## src/rtl/seg7_pkg.sv

```systemverilog
// rtl/seg7_pkg.sv - shared seven-segment pattern constants, bit order and readback types
package seg7_pkg;

  localparam int SEG_W   = 7;
  localparam int FRAME_W = 3 * SEG_W + 3;

  // Segment bit order inside a pattern: bit0 = a ... bit6 = g, active-low.
  localparam int SEG_A = 0;
  localparam int SEG_B = 1;
  localparam int SEG_C = 2;
  localparam int SEG_D = 3;
  localparam int SEG_E = 4;
  localparam int SEG_F = 5;
  localparam int SEG_G = 6;

  localparam logic [SEG_W-1:0] SEG_0     = 7'b1000000;
  localparam logic [SEG_W-1:0] SEG_1     = 7'b1111001;
  localparam logic [SEG_W-1:0] SEG_2     = 7'b0100100;
  localparam logic [SEG_W-1:0] SEG_3     = 7'b0110000;
  localparam logic [SEG_W-1:0] SEG_4     = 7'b0011001;
  localparam logic [SEG_W-1:0] SEG_5     = 7'b0010010;
  localparam logic [SEG_W-1:0] SEG_6     = 7'b0000010;
  localparam logic [SEG_W-1:0] SEG_7     = 7'b1111000;
  localparam logic [SEG_W-1:0] SEG_8     = 7'b0000000;
  localparam logic [SEG_W-1:0] SEG_9     = 7'b0010000;
  localparam logic [SEG_W-1:0] SEG_BLANK = 7'b1111111;

  typedef enum logic {
    ST_SETTLE = 1'b0,
    ST_HOLD   = 1'b1
  } rb_state_t;

endpackage

```

## src/rtl/seg7_to_digit.sv

```systemverilog
// rtl/seg7_to_digit.sv - combinational decode of one active-low segment pattern to a BCD digit
module seg7_to_digit
  import seg7_pkg::*;
(
  input  logic [SEG_W-1:0] pattern,
  output logic [3:0]       digit,
  output logic             legal,
  output logic             blank
);

  always_comb begin
    digit = 4'd0;
    legal = 1'b1;
    blank = 1'b0;
    case (pattern)
      SEG_0:     digit = 4'd0;
      SEG_1:     digit = 4'd1;
      SEG_2:     digit = 4'd2;
      SEG_3:     digit = 4'd3;
      SEG_4:     digit = 4'd4;
      SEG_5:     digit = 4'd5;
      SEG_6:     digit = 4'd6;
      SEG_7:     digit = 4'd7;
      SEG_8:     digit = 4'd8;
      SEG_9:     digit = 4'd9;
      // A dark digit is a leading-zero suppression, so it reads back as 0.
      SEG_BLANK: blank = 1'b1;
      default:   legal = 1'b0;
    endcase
  end

endmodule

```

## src/rtl/seg_readback_decoder.sv

```systemverilog
// rtl/seg_readback_decoder.sv - debounced readback of a three-digit seven-segment display
module seg_readback_decoder
  import seg7_pkg::*;
#(
  parameter int STABLE_CYCLES = 4
) (
  input  logic             clk,
  input  logic             rst,
  input  logic             en,
  input  logic [SEG_W-1:0] seg1,
  input  logic [SEG_W-1:0] seg2,
  input  logic [SEG_W-1:0] seg3,
  input  logic             seg1_dpt,
  input  logic             seg2_dpt,
  input  logic             seg3_dpt,
  output logic [9:0]       value,
  output logic [2:0]       dp,
  output logic             valid,
  output logic             err
);

  localparam int CNT_W = (STABLE_CYCLES > 1) ? $clog2(STABLE_CYCLES) : 1;
  localparam logic [CNT_W-1:0] CNT_LAST = CNT_W'(STABLE_CYCLES - 1);

  rb_state_t          state, state_d;
  logic [FRAME_W-1:0] frame, snap, snap_d;
  logic [CNT_W-1:0]   cnt, cnt_d;
  logic [9:0]         value_d;
  logic [2:0]         dp_d;
  logic               valid_d, err_d;

  logic [3:0] dig_h, dig_t, dig_o;
  logic [2:0] legal;
  logic [2:0] unused_blank;

  assign frame = {seg1, seg2, seg3, seg1_dpt, seg2_dpt, seg3_dpt};

  // Decode from snap: when a report fires the live frame equals snap anyway.
  seg7_to_digit u_dec_h (
    .pattern (snap[FRAME_W-1 -: SEG_W]),
    .digit   (dig_h),
    .legal   (legal[2]),
    .blank   (unused_blank[2])
  );

  seg7_to_digit u_dec_t (
    .pattern (snap[FRAME_W-1-SEG_W -: SEG_W]),
    .digit   (dig_t),
    .legal   (legal[1]),
    .blank   (unused_blank[1])
  );

  seg7_to_digit u_dec_o (
    .pattern (snap[FRAME_W-1-2*SEG_W -: SEG_W]),
    .digit   (dig_o),
    .legal   (legal[0]),
    .blank   (unused_blank[0])
  );

  always_ff @(posedge clk) begin
    if (rst) begin
      state <= ST_SETTLE;
      snap  <= '1;
      cnt   <= '0;
      value <= '0;
      dp    <= '0;
      valid <= 1'b0;
      err   <= 1'b0;
    end else begin
      state <= state_d;
      snap  <= snap_d;
      cnt   <= cnt_d;
      value <= value_d;
      dp    <= dp_d;
      valid <= valid_d;
      err   <= err_d;
    end
  end

  always_comb begin
    state_d = state;
    snap_d  = snap;
    cnt_d   = cnt;
    value_d = value;
    dp_d    = dp;
    valid_d = 1'b0;
    err_d   = 1'b0;
    if (en) begin
      // A change restarts settling even on the cycle a report would fire.
      if (frame != snap) begin
        snap_d  = frame;
        cnt_d   = '0;
        state_d = ST_SETTLE;
      end else if (state == ST_SETTLE) begin
        if (cnt == CNT_LAST) begin
          state_d = ST_HOLD;
          if (&legal) begin
            value_d = 10'(dig_h) * 10'd100 + 10'(dig_t) * 10'd10 + 10'(dig_o);
            dp_d    = ~snap[2:0];
            valid_d = 1'b1;
          end else begin
            err_d = 1'b1;
          end
        end else begin
          cnt_d = cnt + CNT_W'(1);
        end
      end
    end
  end

endmodule

```

## config.mk

```make
export PLATFORM = sky130hd
export DESIGN_NAME = seg_readback_decoder
export DESIGN_NICKNAME = d
export VERILOG_FILES = /design/src/rtl/seg7_pkg.sv /design/src/rtl/seg7_to_digit.sv /design/src/rtl/seg_readback_decoder.sv
export SDC_FILE = /design/constraint.sdc
export NUM_CORES = 1
export LEC_CHECK = 0
export BUFFER_PORTS_ARGS = -buffer_cell sky130_fd_sc_hd__clkbuf_2
export CAP_MARGIN = 15
export CORE_AREA = 2 2 80 82
export CTS_BUF_LIST = sky130_fd_sc_hd__clkbuf_8
export DETAILED_ROUTE_END_ITERATION = 10
export DIE_AREA = 0 0 82 84
export MAX_ROUTING_LAYER = met4
export PLACE_DENSITY = 0.76
export SKIP_CTS_REPAIR_TIMING = 1
export SLEW_MARGIN = 10
export SYNTH_ARGS = -nofsm -noshare
export SYNTH_HDL_FRONTEND = slang
export SYNTH_SLANG_ARGS = --single-unit
```

## constraint.sdc

```tcl
create_clock -name clk -period 4 [get_ports clk]
set_input_delay 0.8 -clock clk [delete_from_list [all_inputs] [get_ports clk]]
set_output_delay 0.8 -clock clk [all_outputs]
set_load 0.02 [all_outputs]
```

==> flow_summary.json <==
{
  "status": "completed",
  "grt_max_degree": 27,
  "cpMostUsedCell": "ha_1",
  "power.density_nw_per_um2": 255,
  "crit_buf_inv": 1,
  "clock.fmax_mhz": 264,
  "critPathMaxFanout": 9,
  "area_delta_synth_final_pct": 14.0,
  "hold_ws_ns": 0.471,
  "hold_violations": 0,
  "synth_fp_nets": 413,
  "grt_usage": 0.227,
  "slew_headroom": 0.475,
  "crit_path_cell_trace": "and4_1, a22oi_1, o21a_2, inv_1, ha_1, ha_1, fa_1, ha_1, ha_1, or2_2, a21oi_1, a21oi_1, xnor2_1, nand4_1, a21oi_1",
  "final_antenna_net_count": 0,
  "synth_top_flop_cell": "dfxtp_1",
  "rows": 29,
  "required_ns": 4.23,
  "portBuffers": 41,
  "crit_path_end_kind": "flip-flop",
  "drv_slew": 0,
  "stdcell_count": 468,
  "drv_cap": 0,
  "p_leak_nw": 1.58,
  "die_y_um": 84,
  "postSynthAreaPerCell_sq_um": 8.77,
  "ys_seq_area_frac": 0.268,
  "synth_area_sq_um": 3130,
  "synthCells": 357,
  "hp-start": "value[2]$_SDFFE_PP0P_",
  "ir_drop_mv": 0.189,
  "synth_edf_count": 0,
  "worstSetupStartpointType": "flip-flop",
  "ys_types": 62,
  "hold_path.class": "flip-flop to flip-flop",
  "clock-root-buffer": "clkbuf_8",
  "die_x_um": 82,
  "fin_crit_ns": 3.79,
  "fillers": 568,
  "overflow": 0,
  "ys_ff_latch": 42,
  "htree_levels": 2,
  "insertedDiodeCount": 0,
  "drt_iter0_drc": 177,
  "vias_per_cell": 5.88,
  "reg2reg_depth": 15,
  "fin_crit_sh": 0.948,
  "final_nets": 446,
  "yosysWarnings": 0,
  "worstMarginPinSlew_ns": 0.785,
  "setup.worst_path.class": "flip-flop to flip-flop",
  "drive_gt1_frac": 0.220,
  "ioPinCount": 42,
  "synth_top_area_cell": "dfxtp_1",
  "synthArstFlopShare": 0,
  "cts_tree": "yes",
  "dp_hpwl_um": 5420,
  "slowest_stage": "dfxtp_1",
  "grt_pass1_vias": 2608,
  "drc": 0,
  "holdPathStages": 2,
  "placed_cells": 460,
  "fin_worst_skew_ns": 0.0129,
  "routed_wl_um": 7280,
  "r2r_setup_slack_ns": 0.21,
  "tritoncts.num_buffers": 5,
  "setup_violations": 0,
  "reg2reg_from": "snap[20]$_SDFFE_PP1P_",
  "final_common_cell": "clkbuf_2",
  "avgRoutedWirePerCell_um": 15.6,
  "final_area_sq_um": 3570,
  "placed_area_sq_um": 3400,
  "ys_top_cells_by_area": "dfxtp_1 27%, ha_1 9.6%, mux2i_1 8.9%, xor2_1 7.6%, nand2_1 4.2%",
  "num_vias": 2752,
  "cp_top_family": "adder cells",
  "grt_pass1_wl_um": 12100,
  "layout_common_cells": "41 x clkbuf_2, 35 x nand2_1, 34 x dfxtp_1, 28 x mux2i_1, 27 x xor2_1",
  "cts.sinks": 42,
  "gp_congestion": 0.926,
  "clk_latency_ns": 0.31,
  "start_util": 0.514,
  "crit_arrival_ns": 4.03,
  "antenna_found_initial": 0,
  "core-area_sq_um": 6100,
  "min_to": "value[2]$_SDFFE_PP0P_",
  "firstDrtPassIters": 4,
  "cpPeakStageDelay_ns": 0.50,
  "cts_buffer_depth": 2,
  "yosysTopAreaCellShare": 0.268,
  "rr_endpoint": "value[9]$_SDFFE_PP0P_",
  "clk_pin_slew_worst_paths_ns": 0.08,
  "die-area_sq_um": 6890
}
[power breakdown]
part	internal, mW	total, mW	switching, mW
Clock	0.139	0.300	0.161
Combinational	0.0652	0.149	0.0842
Sequential	0.432	0.462	0.0295
Total	0.637	0.912	0.275
[worst max path at each step]
stage | end | startpoint | slack, ns | cells past startpoint
after CTS | value[7]$_SDFFE_PP0P_ | snap[13]$_SDFFE_PP1P_ | -0.04 | 15
after detailed placement | value[7]$_SDFFE_PP0P_ | snap[13]$_SDFFE_PP1P_ | 0.008 | 15
after global routing | value[9]$_SDFFE_PP0P_ | snap[20]$_SDFFE_PP1P_ | -0.02 | 15
final | value[9]$_SDFFE_PP0P_ | snap[20]$_SDFFE_PP1P_ | 0.21 | 15
after floorplan | value[7]$_SDFFE_PP0P_ | snap[11]$_SDFFE_PP1P_ | 0.14 | 16
after global placement | value[9]$_SDFFE_PP0P_ | snap[18]$_SDFFE_PP1P_ | 0.19 | 15
[through the flow]
| stage | setup slack, ns | utilization | TNS (ns) | total power [mW] |
|---|---|---|---|---|
| after global routing | -0.0156 | 0.586 | -0.0156 | 0.947 |
| after detailed placement | 0.00776 | 0.557 | 0 | 0.615 |
| after CTS | -0.0376 | 0.573 | -0.0376 | 0.906 |
| final | 0.207 | 0.586 | 0 | 0.912 |
| after global placement | 0.190 | 0.557 | 0 | 0.611 |
| after floorplan | 0.141 | - | 0 | 0.570 |
[layer usage]
metal	global-route usage	part of all wire
met4	0.0636	0.015
met2	0.356	0.49
met5	-	0
met3	0.0346	0.033
met1	0.301	0.46
[final cells by class]
type | instances | area, sq um | area share
Sequential cell | 42 | 858 | 0.240
Clock buffer | 6 | 82.6 | 0.0231
Multi-Input combinational cell | 275 | 2180 | 0.611
Timing Repair Buffer | 52 | 288 | 0.0806
Tap cell | 77 | 96.3 | 0.0270
Clock inverter | 2 | 12.5 | 0.00350
Inverter | 14 | 52.6 | 0.0147
[worst reg2reg max path, cell delays in order (launching register included)]
cell and delay (ns):
dfxtp_1 0.50, and4_1 0.30, a22oi_1 0.12, o21a_2 0.27, inv_1 0.08, ha_1 0.23, ha_1 0.22, fa_1 0.43
ha_1 0.30, ha_1 0.33, or2_2 0.28, a21oi_1 0.15, a21oi_1 0.07, xnor2_1 0.17, nand4_1 0.11, a21oi_1 0.16
[cell usage after synthesis (3+ instances only)]
cell type  instances
or3_1              3
o211ai_1           3
o21a_1             6
a21oi_1           15
nand2_1           35
nor2b_1           12
nor2_1            10
o31ai_1            8
and3_1             4
xor2_1            27
ha_1              24
nor3_1            12
a32oi_1            3
nor4_1             8
clkbuf_1          10
nand3_1            6
nand4_1            7
buf_2             15
a31oi_1            6
fa_1               5
xnor2_1            7
dfxtp_1           42
inv_1             13
a211oi_1           4
mux2i_1           28
[flip-flops by register name, summed over array words and instances, names as in the netlist]
register and cells:
state 1, err 1, dp 3, value 10, valid 1, cnt 2, snap 24
[cell families after synthesis]
family                     Yosys count  share of synthesized area
AOI/OAI and AO/OA                   66                      0.155
buffers and inverters               40                     0.0563
xor gates and xnor gates            34                     0.0951
and+or+nand+nor                    117                      0.204
adders and majority gates           29                      0.128
DFF                                 42                      0.268
muxes                               29                     0.0931
(Power assumes the default switching activity.)
